`src/rtl/hd44780_lcd_responder.sv`:
```
// rtl/hd44780_lcd_responder.sv - HD44780-class LCD bus responder with DDRAM, AC, mode flags and busy model
module hd44780_lcd_responder #(
  parameter int BUSY_CYCLES       = 2000,
  parameter int CLEAR_BUSY_CYCLES = 82000,
  parameter int SYNC_STAGES       = 2
) (
  input  logic       clk,
  input  logic       rst,
  input  logic [7:0] lcd_data,
  input  logic       lcd_en,
  input  logic       lcd_rs,
  input  logic       lcd_rw,
  input  logic [6:0] rd_addr,
  output logic [7:0] rd_char,
  output logic [6:0] addr_cnt,
  output logic       busy,
  output logic       disp_on,
  output logic       cursor_on,
  output logic       blink_on,
  output logic       two_line,
  output logic       eight_bit,
  output logic       cmd_strobe,
  output logic       wr_strobe,
  output logic       protocol_err
);

  localparam int CNT_MAX = (CLEAR_BUSY_CYCLES > BUSY_CYCLES) ? CLEAR_BUSY_CYCLES : BUSY_CYCLES;
  localparam int CW      = $clog2(CNT_MAX + 1);
  localparam logic [CW-1:0] BUSY_LOAD  = CW'(BUSY_CYCLES);
  localparam logic [CW-1:0] CLEAR_LOAD = CW'(CLEAR_BUSY_CYCLES);
  localparam logic [CW-1:0] CNT_ONE    = CW'(1);

  typedef enum logic [1:0] {S_IDLE, S_EXEC, S_CLEARING, S_BUSY} state_t;

  state_t           r_state, w_next;
  logic [SYNC_STAGES-1:0] r_en_sync, r_rs_sync, r_rw_sync;
  logic [7:0]       r_data_sync [SYNC_STAGES];
  logic             r_en_prev;
  logic [7:0]       r_ddram [128];
  logic [7:0]       r_rd_char;
  logic [6:0]       r_ac, r_sweep;
  logic [CW-1:0]    r_cnt;
  logic             r_inc, r_disp, r_cursor, r_blink, r_two, r_eight, r_err;
  logic             r_x_rs;
  logic [7:0]       r_x_data;

  logic             w_fall, w_rs, w_rw, w_accept, w_is_clear, w_is_home;
  logic [7:0]       w_data;

  // Next AC value: line-boundary wraps at exact wrap points, plain 7-bit arithmetic elsewhere
  function automatic logic [6:0] f_step(input logic [6:0] ac, input logic inc, input logic two);
    logic [6:0] res;
    if (inc) begin
      if (two && ac == 7'h27)       res = 7'h40;
      else if (two && ac == 7'h67)  res = 7'h00;
      else if (!two && ac == 7'h4F) res = 7'h00;
      else                          res = ac + 7'd1;
    end else begin
      if (two && ac == 7'h40)       res = 7'h27;
      else if (two && ac == 7'h00)  res = 7'h67;
      else if (!two && ac == 7'h00) res = 7'h4F;
      else                          res = ac - 7'd1;
    end
    return res;
  endfunction

  assign w_fall     = r_en_prev & ~r_en_sync[SYNC_STAGES-1];
  assign w_rs       = r_rs_sync[SYNC_STAGES-1];
  assign w_rw       = r_rw_sync[SYNC_STAGES-1];
  assign w_data     = r_data_sync[SYNC_STAGES-1];
  assign w_accept   = (r_state == S_IDLE) & w_fall & ~w_rw & (w_rs | (w_data != 8'h00));
  assign w_is_clear = ~r_x_rs & (r_x_data == 8'h01);
  assign w_is_home  = ~r_x_rs & (r_x_data[7:1] == 7'b0000001);

  // Bus synchronizer: enable and its companion signals shift through matching stages
  always_ff @(posedge clk or posedge rst) begin
    if (rst) begin
      r_en_sync <= '0;
      r_rs_sync <= '0;
      r_rw_sync <= '0;
      r_en_prev <= 1'b0;
      for (int i = 0; i < SYNC_STAGES; i++) r_data_sync[i] <= 8'h00;
    end else begin
      r_en_sync[0]   <= lcd_en;
      r_rs_sync[0]   <= lcd_rs;
      r_rw_sync[0]   <= lcd_rw;
      r_data_sync[0] <= lcd_data;
      for (int i = 1; i < SYNC_STAGES; i++) begin
        r_en_sync[i]   <= r_en_sync[i-1];
        r_rs_sync[i]   <= r_rs_sync[i-1];
        r_rw_sync[i]   <= r_rw_sync[i-1];
        r_data_sync[i] <= r_data_sync[i-1];
      end
      r_en_prev <= r_en_sync[SYNC_STAGES-1];
    end
  end

  // State register; reset lands in the power-on clear sweep
  always_ff @(posedge clk or posedge rst) begin
    if (rst) r_state <= S_CLEARING;
    else     r_state <= w_next;
  end

  // Next-state logic
  always_comb begin
    w_next = r_state;
    case (r_state)
      S_IDLE:     if (w_accept) w_next = S_EXEC;
      S_EXEC:     w_next = w_is_clear ? S_CLEARING : S_BUSY;
      S_CLEARING: if (r_sweep == 7'h7F) w_next = S_BUSY;
      S_BUSY:     if (r_cnt <= CNT_ONE) w_next = S_IDLE;
      default:    w_next = S_IDLE;
    endcase
  end

  // Transfer capture, instruction execution, AC/flags, sweep and busy counters
  always_ff @(posedge clk or posedge rst) begin
    if (rst) begin
      r_ac     <= 7'h00;
      r_inc    <= 1'b1;
      r_disp   <= 1'b0;
      r_cursor <= 1'b0;
      r_blink  <= 1'b0;
      r_two    <= 1'b0;
      r_eight  <= 1'b0;
      r_err    <= 1'b0;
      r_sweep  <= 7'h00;
      r_cnt    <= CLEAR_LOAD;
      r_x_rs   <= 1'b0;
      r_x_data <= 8'h00;
    end else begin
      if (w_fall && r_state != S_IDLE) r_err <= 1'b1;
      if (w_accept) begin
        r_x_rs   <= w_rs;
        r_x_data <= w_data;
      end
      case (r_state)
        S_EXEC: begin
          r_cnt   <= (w_is_clear || w_is_home) ? CLEAR_LOAD : BUSY_LOAD;
          r_sweep <= 7'h00;
          if (r_x_rs) begin
            r_ac <= f_step(r_ac, r_inc, r_two);
          end else begin
            casez (r_x_data)
              8'b1???????: r_ac <= r_x_data[6:0];
              8'b001?????: begin
                r_eight <= r_x_data[4];
                r_two   <= r_x_data[3];
              end
              8'b00001???: begin
                r_disp   <= r_x_data[2];
                r_cursor <= r_x_data[1];
                r_blink  <= r_x_data[0];
              end
              8'b000001??: r_inc <= r_x_data[1];
              8'b0000001?: r_ac <= 7'h00;
              8'b00000001: begin
                r_ac  <= 7'h00;
                r_inc <= 1'b1;
              end
              default: ;
            endcase
          end
        end
        S_CLEARING: begin
          r_sweep <= r_sweep + 7'd1;
          if (r_cnt != '0) r_cnt <= r_cnt - CNT_ONE;
        end
        S_BUSY: if (r_cnt != '0) r_cnt <= r_cnt - CNT_ONE;
        default: ;
      endcase
    end
  end

  // DDRAM write port: sweep fills with spaces, data writes land at the current AC
  always_ff @(posedge clk) begin
    if (r_state == S_CLEARING)         r_ddram[r_sweep] <= 8'h20;
    else if (r_state == S_EXEC && r_x_rs) r_ddram[r_ac] <= r_x_data;
  end

  // Registered inspection read port
  always_ff @(posedge clk or posedge rst) begin
    if (rst) r_rd_char <= 8'h00;
    else     r_rd_char <= r_ddram[rd_addr];
  end

  assign rd_char      = r_rd_char;
  assign addr_cnt     = r_ac;
  assign busy         = (r_state != S_IDLE);
  assign disp_on      = r_disp;
  assign cursor_on    = r_cursor;
  assign blink_on     = r_blink;
  assign two_line     = r_two;
  assign eight_bit    = r_eight;
  assign cmd_strobe   = (r_state == S_EXEC) & ~r_x_rs;
  assign wr_strobe    = (r_state == S_EXEC) & r_x_rs;
  assign protocol_err = r_err;

endmodule

```
`config.mk`:
```
export PLATFORM = sky130hd
export DESIGN_NAME = hd44780_lcd_responder
export DESIGN_NICKNAME = d
export VERILOG_FILES = /design/src/rtl/hd44780_lcd_responder.sv
export SDC_FILE = /design/constraint.sdc
export NUM_CORES = 1
export LEC_CHECK = 0
export CAP_MARGIN = 30
export CORE_MARGIN = 1.5
export CORE_UTILIZATION = 50
export DETAILED_ROUTE_END_ITERATION = 16
export PLACE_DENSITY_LB_ADDON = 0.08
export SETUP_SLACK_MARGIN = 0.2
export SYNTH_ARGS = -nofsm -noshare
export SYNTH_HDL_FRONTEND = slang
export SYNTH_SLANG_ARGS = --single-unit
```
`constraint.sdc`:
```
create_clock -name clk -period 12.49 [get_ports clk]
set_input_delay 3.1225 -clock clk [delete_from_list [all_inputs] [get_ports clk]]
set_output_delay 3.1225 -clock clk [all_outputs]
set_load 0.05 [all_outputs]
```
# After elaboration in Yosys (flattened, before gate mapping)
# Memories as Yosys holds them, arrays and structs flattened. A register that Yosys moved wholly into a read port is not among the register bits.
# Index checks and enable logic that the tools add are counted.
[totals]
reg_bits = 72
latch_bits = 0
mem_bits_rw = 1024
mem_bits_ro = 0
inputBits = 20
out_inout_bits = 24
word_cells = 109
mem_count = 1
[classes]
addsub = 4
mul = 0
div = 0
n_lt_le_gt_ge = 1
eq_ne = 17
shift = 0
muxes = 27
bitwise_logic = 12
n_reduce_logical = 28
[mem_list]
columns = ["name", "words", "width", "read_ports", "rd_ports_with_merged_regs", "wr", "line", "rtl"]
rows = [
  ["r_ddram", 128, 8, 1, 1, 1, "39", "logic [7:0] r_ddram [128];"],
]
[op_table]
columns = ["cell", "n"]
rows = [
  ["7-bit two-way mux", 9],
  ["17-bit two-way mux", 2],
  ["17-bit case mux with 2 select lines", 1],
  ["7-bit equality test, second input constant", 4],
  ["7-bit case mux with 2 select lines", 2],
  ["17-bit by 1-bit <= comparator with 1-bit output, second input constant", 1],
  ["17-bit nonzero test", 1],
  ["17-bit by 1-bit subtractor with 17-bit output, second input constant", 1],
  ["7-bit by 1-bit adder with 7-bit output, second input constant", 2],
  ["3-bit AND reduction", 4],
  ["1-bit bitwise AND", 8],
  ["8-bit by 1-bit equality test with 1-bit output, second input constant", 1],
  ["1-bit logical AND", 8],
  ["8-bit two-way mux", 1],
  ["2-bit case mux with 4 select lines", 1],
  ["2-bit nonzero test", 4],
  ["8-bit nonzero test", 1],
  ["8-bit OR reduction", 1],
  ["7-bit by 1-bit equality test with 1-bit output, second input constant", 1],
  ["7-bit by 6-bit equality test with 1-bit output, second input constant", 1],
  ["7-bit zero test", 1],
  ["1-bit two-way mux", 7],
  ["7-bit by 1-bit subtractor with 7-bit output, second input constant", 1],
  ["6-bit by 1-bit equality test with 1-bit output, second input constant", 1],
  ["other kinds (16)", 25],
]

# Logic depth before layout (Yosys ltp)
# Gate-level depths: netlist (run 1).
[depth]
ltp_word = 7
depth_mapped = 10
ltp_nobuf = 7

# Least setup slack after synthesis (run 1)
# OpenSTA, ideal clock, no wires.
[synth_timing]
kind = "input to register"
start = "input rd_addr[0]"
end = "register r_rd_char[0] (netlist: rd_char[0]), read port of r_ddram"
setup_time_ns = 0.125
arrival_ns = 5.487
setup_slack_ns = 6.879
cell_stages = 6
n_path_buf = 2
cell_sequence = "buf_2 buf_1 mux4_2 mux4_2 mux4_2 mux2_2"
[synth_rtl]
columns = ["item", "line", "rtl"]
rows = [
  ["start, declared", "13", "input logic [6:0] rd_addr,"],
  ["end, declared", "40", "logic [7:0] r_rd_char;"],
]

==> results.txt, run 1 <==
- The flow ran to the end, and the final reports show no timing, DRC or antenna violations.
* Initial antenna violation count: 7
- The worst setup path is of the input port to flop kind.
- Max-slew violations: 0
- When the netlist entered floorplanning its net count stood at between 2k and 2.5k.
- Vias in the first global route: approximately 21k
* Met3 Resource Use GR: 0.0457
- CTS Sinks: roughly 1.1k
* DRC violations left: 0
- Post-layout nets: between 2k and 2.5k
* End point of the worst hold path: w_data[0]$_DFF_PP0_
- The min-delay analysis places its worst path in the category flop to flop.
- Power density over the cells: 179 nW/um^2
* Worst rel slew slack: 0.250
* Global placer's final weighted congestion: 0.765
- Once the clock tree was built, the resizer swapped 0 gates to a different size.
- The worst setup path is launched from an input port.
- # port buffers: 43
- Mean post-synth cell area: 21.2 sq um
- The total count of hold-check failures in the final report is 0.
- Detail Route Antenna Nets: 0
* Top-level port count: 44
- Final critical delay including setup and external delays: ~6.6 ns
* Remaining Overflow, GRT: 0
* Number of synthesized register bits: roughly 1.1k
- Library cell with the largest summed area after synthesis: sky130_fd_sc_hd__edfxtp_1
- Hold path start: r_data_sync[8]$_DFF_PP0_
* Count of warnings emitted by yosys: 0
* Longest individual stage delay on the worst path: about 0.7 ns
* Number of antenna diodes: 0
- For this run, the share of the core covered by cells in the final layout is 0.575.
- Number of inserted filler cells in the final layout: roughly 6.3k
- The worst register-to-register path has a depth of 8.
* Detailed-route via count: around 21k
- Largest net degree at the start of global routing: approximately 110
* Final cycle utilization of the critical path: 0.532
- CTS built an H-tree with a depth of 3.
- For the final routed database, the setup TNS stands at 0 ns.
* Area of the mapped netlist: roughly 43000 sq um
* Hold Path Depth: 0
- Post-Route Skew: 0.0297 ns
- Compared with the post-synthesis result, the final layout area differs by 13.3%.
- Library cells used by synthesis: about 60
* Crit path top cell by count: sky130_fd_sc_hd__mux4_2
- Counting along the longest clock path gives a buffer depth of 3.
- Area of the core region: approximately 86000 sq um
- Routed vias/inst: around 6.1
- Root cell of the clock tree: sky130_fd_sc_hd__clkbuf_16
- Worst IR drop on VDD: roughly 0.13 mV
- The later pin in the worst-skew pair is clocked with a latency of ~0.67 ns.
- Setup violations remaining at the end of the flow were counted as 0.
- The tool flagged a number of max-cap violations equal to 0.
- Die Outline Area: 88700 sq um
- In the synthesized netlist, the number of instances is around 2.0k.
- TritonCTS Buffers: ~110
* Global-route wire length before repair: 149000 microns
* Global router's overall resource usage: 0.233
- The share of synthesized area in the top cell type comes to 0.707.
- Unrepaired setup endpoints after global routing: no
- Count of buffering cells on the critical path with inverters included: 3
- Async set-or-reset flop fraction in the synthesized netlist: 0.0725
* Leading cell type in the layout, fill and taps excluded: sky130_fd_sc_hd__edfxtp_1
* Post-CTS Setup Inserts: 0
- The initialized floorplan defines 107 standard-cell rows.
- The first routing iteration left about 2.1k violations.
- For this run, global-route usage on met2 was measured as 0.365.
- Met1 track utilization from global routing: 0.336
- Measured along the x axis, the die boundary spans about 300 microns.
* Reg clk slew, reported paths: 0.06 ns
- Slew at the pin with the worst max-slew slack: approximately 1.1 ns
- The cell family contributing the most delay on the critical path is buffers and inverters.
* Cell Chain, Critical Path: buf_8 > buf_4 > buf_4 > mux4_2 > mux4_2 > mux4_2 > mux2_2
- In the layout the commonest cells are 1024 x sky130_fd_sc_hd__edfxtp_1, 336 x sky130_fd_sc_hd__mux4_2, 165 x sky130_fd_sc_hd__nor2_1, 114 x sky130_fd_sc_hd__clkbuf_16, 74 x sky130_fd_sc_hd__dfrtp_1.
- Counting flops with a built-in enable in the synthesized netlist gives ~1.0k.
- Before antenna repair, the detailed router went through 7 iterations.
* Static Leak: between 15 and 20 nW
- Effective utilization at floorplan: 0.507
* Cell with the biggest individual delay on the critical path: sky130_fd_sc_hd__buf_4
* Final wirelength: approximately 100000 microns
* Top post-synthesis cells by area: sky130_fd_sc_hd__edfxtp_1 71%, sky130_fd_sc_hd__mux4_2 17%, sky130_fd_sc_hd__dfrtp_1 4.3%, sky130_fd_sc_hd__nor2_1 1.4%, sky130_fd_sc_hd__nand2_1 0.61%
* Average wire length per cell after detail routing: about 30 microns
* Fraction of layout instances using a drive strength above 1: 0.269
- Biggest fanout along the worst timing path: between 80 and 90
* Number of buffers added to fix hold violations after cts: 0
- CTS tree: done
- The share of the Yosys chip area taken by registers is 0.753.
- For the worst setup path, the data required time is roughly 13 ns.
- STA classifies the critical path endpoint as a flop.
- After global routing, the most crowded layer is met2.
* Most used DFF post-synth: sky130_fd_sc_hd__edfxtp_1
- Max Freq: about 150 MHz
- Critical register-to-register path endpoint: r_ddram[119][3]$_DFFE_PP_
- The die is a little under 300 microns tall.
* Worst R2R Setup Slack: 8.10 ns
* Arr. time, crit path: just over 7 ns
- Detailed placement ended at an HPWL of about 62000 microns.
- In this run the critical register-to-register path is launched from r_state[0]$_DFFE_PP0P_.
[flip-flops by register name (all words and copies together) (netlist names)]
register and cells:
r_state 2, r_ddram 1024, r_sweep 7, r_en_prev 1
r_inc 1, disp_on 1, r_en_sync 2, addr_cnt 7
r_cnt 17, eight_bit 1, two_line 1, protocol_err 1
cursor_on 1, r_x_data 8, w_data 8, r_x_rs 1
r_rw_sync 2, rd_char 8, r_rs_sync 2, r_data_sync 8
blink_on 1
[worst reg2reg max path: cells and delay by family, from the launching register on]
family,cells,cell delay (ns)
AND/OR/NAND/NOR,4,2.22
buffers and inverters,2,0.49
adder cells (fa/ha/maj),1,0.48
flip-flops,1,0.42
multiplexers,1,0.42
[power breakdown]
part	switching, mW	leakage (nW)	internal (mW)
Sequential	0.128	9.85	4.25
Combinational	0.732	3.53	0.375
Clock	1.38	1.81	1.98
[routing by layer]
layer / up-vias / share of wire
li1: 8741 / -
met1: 11300 / 0.42
met2: 718 / 0.48
met3: 154 / 0.069
met4: 4 / 0.027
met5: - / 0.00022
[synthesized netlist by cell type, types with 2 or more instances]
master	number
sky130_fd_sc_hd__and3_1	4
sky130_fd_sc_hd__clkbuf_1	70
sky130_fd_sc_hd__a32oi_1	2
sky130_fd_sc_hd__o22a_1	2
sky130_fd_sc_hd__buf_4	4
sky130_fd_sc_hd__buf_6	3
sky130_fd_sc_hd__o41ai_2	2
sky130_fd_sc_hd__o41ai_1	4
sky130_fd_sc_hd__ha_1	11
sky130_fd_sc_hd__or4_1	3
sky130_fd_sc_hd__or3_1	9
sky130_fd_sc_hd__dfstp_2	6
sky130_fd_sc_hd__nor2b_1	3
sky130_fd_sc_hd__a41oi_1	2
sky130_fd_sc_hd__mux2i_1	5
sky130_fd_sc_hd__nor4_1	3
sky130_fd_sc_hd__a22oi_1	2
sky130_fd_sc_hd__or2_2	4
sky130_fd_sc_hd__edfxtp_1	1024
sky130_fd_sc_hd__dfrtp_1	74
sky130_fd_sc_hd__nand4_1	6
sky130_fd_sc_hd__nand3b_1	9
sky130_fd_sc_hd__nor2_1	166
sky130_fd_sc_hd__a21oi_1	16
sky130_fd_sc_hd__and2_1	10
sky130_fd_sc_hd__buf_1	11
sky130_fd_sc_hd__o21ai_0	26
sky130_fd_sc_hd__o21ai_1	8
sky130_fd_sc_hd__xnor2_1	5
sky130_fd_sc_hd__mux4_2	336
sky130_fd_sc_hd__nand2_1	71
sky130_fd_sc_hd__nor3_1	12
sky130_fd_sc_hd__a31oi_1	6
sky130_fd_sc_hd__nand2b_1	8
sky130_fd_sc_hd__mux2_2	14
sky130_fd_sc_hd__a22o_1	4
sky130_fd_sc_hd__nand3_1	21
sky130_fd_sc_hd__buf_2	21
sky130_fd_sc_hd__o31ai_1	19
sky130_fd_sc_hd__inv_1	21
sky130_fd_sc_hd__a21o_1	2
[worst max path at each step]
stage	from	end	slack, ns	cells after the start
floorplan	rd_addr[0]	rd_char[0]$_DFF_PP0_	6.88	6
global placement	rd_addr[0]	rd_char[2]$_DFF_PP0_	5.04	7
detailed placement	rd_addr[0]	rd_char[2]$_DFF_PP0_	5.04	7
CTS	rd_addr[0]	rd_char[2]$_DFF_PP0_	5.74	7
global route	rd_addr[0]	rd_char[2]$_DFF_PP0_	5.58	7
finish	rd_addr[0]	rd_char[2]$_DFF_PP0_	5.84	7
[per-stage QoR]
step / power (mW) / hold slack (ns) / instances / setup WS [ns] / cell area, sq um
2_1_floorplan: 5.15 / 0.331 / 2047 / 6.88 / 43500
3_3_place_gp: 5.52 / 0.337 / 3159 / 5.04 / 45200
3_5_place_dp: 5.56 / 0.336 / 3186 / 5.04 / 45500
4_1_cts: 8.89 / 0.349 / 3395 / 5.74 / 49200
5_1_grt: 9.14 / 0.357 / 3401 / 5.58 / 49300
6_report: 8.84 / 0.347 / 3401 / 5.84 / 49300
[cell type report]
cell class | count | area, sq um | share of cell area
Clock buffer | 142 | 3010 | 0.0611
Tap cell | 1144 | 1430 | 0.0291
Inverter | 21 | 80.1 | 0.00163
Clock inverter | 67 | 682 | 0.0138
Sequential cell | 1104 | 32800 | 0.665
Timing Repair Buffer | 110 | 1070 | 0.0217
Multi-Input combinational cell | 813 | 10200 | 0.208
[cell families after synthesis]
group,Yosys count,share of synthesized area
flops,1104,0.753
mux,355,0.179
simple gates,336,0.0346
buf+inv,130,0.0127
compound gates,106,0.0164
fa+ha+maj,11,0.00317
xor+xnor,5,0.00101
No activity file was read; power rests on OpenSTA's default activity.
==> run 2, diff against run 1 <==
clock period = 6.45 ns   (was 12.49 ns; I/O delays follow)
==> run 2 against run 1 <==
Cell area up 0.57%. Setup slack worse by 4.0 ns. Sequential cell count unchanged. Critical endpoint is now r_ddram[4][6]$_DFFE_PP_. Largest cell class unchanged. Largest power group unchanged. Highest routed layer is now met4.
==> results.txt, run 2 (synthesis gave the netlist of run 1 again) <==
* Effective utilization at floorplan: 0.507
* Die Outline Area: approximately 89000 sq um
- Area growth syn-to-layout: 13.9%
- Setup tns final: 0 ns
- Summed over all layers, the routed wires come to 103000 microns.
* Finished Cell Area: 49500 sq um
* End point of the worst hold path: r_rs_sync[1]$_DFF_PP0_
- Die width: between 200 and 300 microns
- Before antenna repair, the detailed router went through 5 iterations.
* Average wire length per cell after detail routing: about 30 microns
* Combined area of the multi-input logic cells: a little over 10000 sq um
- Reg clk slew, reported paths: roughly 0.060 ns
- Count of endpoints failing hold in the final timing report: 0
- The largest registers in the layout are r_ddram (1024), r_cnt (17).
- Static Leak: between 15 and 20 nW
- Setup violations remaining at the end of the flow were counted as 0.
- Global placer's final weighted congestion: around 0.80
* Minimum hold slack: roughly 0.34 ns
* Critical register-to-register path endpoint: r_ddram[4][6]$_DFFE_PP_
- The floorplan step defined a core boundary enclosing 85700 sq um.
- Input and output buffers added on the ports amount to 43.
- TritonCTS built the clock tree.
* Post-CTS Setup Inserts: 0
- Along the worst hold path, the cell count comes to 0.
- Fill cells in the final layout number approximately 6.3k.
* Fraction of layout instances using a drive strength above 1: 0.277
* Final critical delay including setup and external delays: roughly 4.6 ns
* TritonCTS Buffers: ~110
- Post-layout nets: 2200
* Largest net degree at the start of global routing: between 80 and 90
- Detailed Place HPWL: roughly 65000 microns
- Final Instance Count excl. Fillers: ~3.4k
- Max Freq: roughly 220 MHz
* Hold path start: r_rs_sync[0]$_DFF_PP0_
- Biggest fanout along the worst timing path: 14
- Counting tap cells, the placed design contains a total of 3197 instances.
* Number of buffers added to fix hold violations after cts: 0
- Critical Path End Type: flop
- Count of max-cap constraint violations: 0
- Clock latency on the worst-skew pair, taken at its later pin, is between 0.6 and 0.7 ns.
- The sequential cells in the finished layout cover a total of between 30000 and 40000 sq um.
* Initial antenna violation count: 2
- Class of the most critical setup path: flop to flop
* Post-Route Skew: around 0.028 ns
* Met2 routed WL: between 50000 and 60000 microns
- The library cell used most frequently in the layout, excluding fill and tap cells, is sky130_fd_sc_hd__edfxtp_1.
* Worst R2R Setup Slack: about 1.8 ns
* Max-slew violations: 0
* Worst rel slew slack: 0.250
- In the final routing, the length of wire on met1 measures around 43000 microns.
* Final cycle utilization of the critical path: 0.718
* Slew at the pin with the worst max-slew slack: 1.12 ns
- Outcome: finished clean
- STA puts the critical path data arrival time at between 4 and 5 ns.
- Once detail routing completed, the nets flagged for antenna violations numbered 0.
* DRC marker count from the first detailed-route iteration: around 2.1k
- Number of H-tree branching levels: 3
- Remaining Overflow, GRT: 0
* Largest reg by FF count: r_ddram
- Root cell of the clock tree: sky130_fd_sc_hd__clkbuf_16
- Global router's overall resource usage: 0.237
* Vias in the first global route: ~22k
* Unrepaired setup endpoints after global routing: no
* Met3 Wirelength: 6310 microns
* Top layer used by detailed routing: met4
- The placed instances occupy a cell area of 45700 sq um.
- For the worst setup path, the data required time is between 6 and 7 ns.
* Tightest Hold Check Type: flop to flop
- The number of cells on the worst reg-to-reg path is 7.
* DRC violations left: 0
- Max reg flops: 1024
* Power density over the cells: 350 nW/um^2
- Top-level port count: between 40 and 50
- The die is 298 microns tall.
* Type of origin of the critical path: flop
* FP Rows: 107
* Maximum clock path buffer count: 3
- Global-route wire length before repair: between 150000 and 200000 microns
* Quantity of gates resized following cts: 0
- After detailed routing, the number of vias per cell comes to 6.17.
- The worst-case IR drop observed on VDD is around 0.34 mV.
- The top cell types in the final layout, fill and taps aside, are 1024 x sky130_fd_sc_hd__edfxtp_1, 336 x sky130_fd_sc_hd__mux4_2, 165 x sky130_fd_sc_hd__nor2_1, 115 x sky130_fd_sc_hd__clkbuf_16, 74 x sky130_fd_sc_hd__dfrtp_1.
- Detailed routing inserted a total of between 20k and 25k vias.
- CTS Sinks: roughly 1.1k
- Reg-to-Reg Start: r_state[0]$_DFFE_PP0P_
==> run 2: cell types whose count changed in the layout (fill, tap and decap cells not counted), sizes merged <==
cell and delta:
bufinv +1, clkinv -1, inv +1, buf +6, diode +2, clkinvlp +1, clkbuf +2
==> run 2: worst max-delay path by stage <==
stage,startpoint,endpoint,slack [ns],depth (start not counted)
2_1_floorplan,r_state[0]$_DFFE_PP0P_,r_ddram[0][1]$_DFFE_PP_,1.53,5
3_3_place_gp,rd_addr[2],rd_char[0]$_DFF_PP0_,1.67,6
3_5_place_dp,rd_addr[0],rd_char[7]$_DFF_PP0_,1.67,6
4_1_cts,r_state[0]$_DFFE_PP0P_,r_ddram[4][6]$_DFFE_PP_,1.86,7
5_1_grt,r_state[0]$_DFFE_PP0P_,r_ddram[68][5]$_DFFE_PP_,1.58,7
6_report,r_state[0]$_DFFE_PP0P_,r_ddram[4][6]$_DFFE_PP_,1.82,7
==> run 2: area by class of cell <==
class	count	share of cell area
clock buffer	144	0.0623
clock inverter	69	0.0154
timing repair buffer	116	0.0237
tap	1144	0.0289
inverter	21	0.00162
antenna	2	0.000101
multi-input combinational	813	0.207
sequential	1104	0.661
==> run 2: stage by stage <==
step                       util  power [mW]  setup slack, ns
after floorplan               -        9.97             1.53
after global placement    0.530        10.7             1.67
after detailed placement  0.533        10.8             1.67
after CTS                 0.578        17.5             1.86
after global routing      0.578        17.9             1.58
final                     0.578        17.3             1.82
==> run 2: power by group <==
group | total [mW] | switching (mW) | internal, mW
sequential | 8.48 | 0.262 | 8.22
combinational | 2.16 | 1.43 | 0.730
clock | 6.71 | 2.72 | 3.98
total | 17.3 | 4.41 | 12.9
==> run 2: critical path, stage by stage (launching register included) <==
cell and delay (ns):
sky130_fd_sc_hd__dfrtp_1 0.42, sky130_fd_sc_hd__inv_1 0.16, sky130_fd_sc_hd__ha_1 0.46, sky130_fd_sc_hd__nand3b_1 0.53, sky130_fd_sc_hd__mux2i_1 0.62, sky130_fd_sc_hd__nor2b_1 0.41
sky130_fd_sc_hd__nand3_2 0.64, sky130_fd_sc_hd__nor2_1 0.97
==> run 2: routing by layer <==
layer | vias to the layer above | GRT usage
li1 | 8770 | -
met1 | 11300 | 0.336
met2 | 787 | 0.387
met3 | 164 | 0.0389
met4 | 0 | 0.0660
met5 | - | 0
==> variant, RTL diff (settings of run 1) <==
Remove the register `r_rd_char`: a continuous assignment takes its place, so the output `rd_char` follows one clock earlier.
--- a/src/rtl/hd44780_lcd_responder.sv
+++ b/src/rtl/hd44780_lcd_responder.sv
@@ -179,10 +179,7 @@
   end
 
   // Registered inspection read port
-  always_ff @(posedge clk or posedge rst) begin
-    if (rst) r_rd_char <= 8'h00;
-    else     r_rd_char <= r_ddram[rd_addr];
-  end
+  assign r_rd_char = r_ddram[rd_addr];
 
   assign rd_char      = r_rd_char;
   assign addr_cnt     = r_ac;
Function: not settled (the Yosys comparison gave no result); the edit may change what the design does.
==> variant against run 1 <==
Worst hold slack about the same; critical path type is now in2out; critical endpoint is now rd_char[1]; register-to-register slack worse by 310 ps; synthesized area down 0.71%; sequential cell count down 8; final area down 0.49%; setup slack worse by 3500 ps; count of clock-buffer cells in the layout down 5; power down 1.5%; wire length down 2.0%; core utilization down 0.10 points; global-route usage down 0.34 points; first-iteration DRC count up 7.0%.
==> variant: results (changes against run 1) <==
| Metric | Value |
|---|---|
| Drt first pass iters | `5 (-2)` |
| Post-DP Area | `45300 um2 (-0.48%)` |
| GRT met2 Usage | `37.2% (+0.67 points)` |
| Final GP Congestion | `0.805 (+5.2%)` |
| WHS | `347 ps (+0.0890 ps)` |
| Final WS setup | `2360 ps (-3480 ps)` |
| Seq/Total Area, Yosys | `75.4% (+0.076 points)` |
| Largest cells by area after synthesis | `edfxtp_1 (71%), mux4_2 (18%), dfrtp_1 (3.8%)` |
| Max-slew headroom | `28.0% (+3.0 points)` |
| DR iter-0 viols | `2266 (+7.0%)` |
| Pleak | `15.3 nW (+0.37%)` |
| Post-synth net total | `2049 (-1.4%)` |
| Hold Path End | `w_data[5]` |
| Max IR drop VDD | `210 uV (+61%)` |
| HPWL after DPL | `61600 um (-0.82%)` |
| Initial antenna violation count | `6 (-1)` |
| CTS buffer count | `113 (+0.89%)` |
| Capture point of the worst path | `rd_char[1]` |
| Routed WL | `99700 um (-2.0%)` |
| Crit-path slowest cell | `clkdlybuf4s50_1` |
| First-pass GRT wire length | `147000 um (-1.6%)` |
| Total track usage | `23.0% (-0.34 points)` |
| Status | `completed` |
| Largest net degree at the start of global routing | `98 (-10%)` |
| Comb_multi_in | `800 (-1.6%)` |
| Max FO, Critical Path | `63 (-24%)` |
| Placed Cells | `3171 (-0.47%)` |
| Clock skew | `23.9 ps (-5.81 ps)` |
| Critical register-to-register path endpoint | `r_ddram[32][2]` |
| Synth async-reset ratio | `6.57% (-0.68 points)` |
| ClkCell Share | `7.35% (-0.14 points)` |
| Core Util, Final | `57.4% (-0.10 points)` |
| DR WL/cell | `29.5 um (-1.6%)` |
| Library cells used by synthesis | `58 (-1.7%)` |
| Area of the multi-input gates | `10200 um2 (-0.67%)` |
| Bufs w/o clock | `117 (+6.4%)` |
| Diode count | `1 (+1)` |
| Worst skew pair latency | `690 ps (+20 ps)` |
| WP data arrival | `7000 ps (-200 ps)` |
| Data buffer area share | `2.42% (+0.25 points)` |
| FF-to-FF setup slack | `7790 ps (-310 ps)` |
| Avg Cell Area, Syn | `21.4 um2 (+0.72%)` |
| Vias per cell | `6.13 (-0.23%)` |
| Pre-CTS WS | `2280 ps (-2760 ps)` |
| Hold WC Path Type | `reg2reg` |
| List of most frequent post-synthesis cells | `edfxtp_1 (1024), mux4_2 (336), nor2_1 (164), dfrtp_1 (66), nand2_1 (57)` |
| Met3 Track Usage GR | `4.02% (-0.55 points)` |
| Clock Sinks | `1096 (-0.72%)` |
| Fraction of area in registers | `66.4% (-0.081 points)` |
| Layout cell share with drive strength beyond 1 | `27.2% (+0.34 points)` |
| Clock buf count | `137 (-3.5%)` |
| Grt met1 use | `33.0% (-0.65 points)` |
variant: report_power, final:
part           internal (mW)  switching [mW]
Combinational          0.364           0.728
Clock                   1.89            1.38
Sequential              4.23           0.120
variant: metal layers:
layer | vias to the layer above | routed length [um]
met1 | 11200 | 42300
li1 | 8712 | -
met2 | 686 | 49300
met3 | 146 | 5810
met5 | - | 0
met4 | 0 | 2280
variant: worst max-delay path, delay by kind of cell:
| kind | cells | cell delay (ps) |
|---|---|---|
| buf+inv | 3 | 1780 |
| mux | 4 | 1990 |
variant: kinds of logic after synthesis:
logic type               count (synthesis)  share of synthesized area, %
AND/OR/NAND/NOR                        313                          3.16
AO/OA/AOI/OAI                          109                          1.60
multiplexers                           362                          18.2
buffers and inverters                  122                          1.21
adder cells (fa/ha/maj)                 11                         0.319
XOR/XNOR                                 5                         0.101
flip-flops                            1096                          75.4
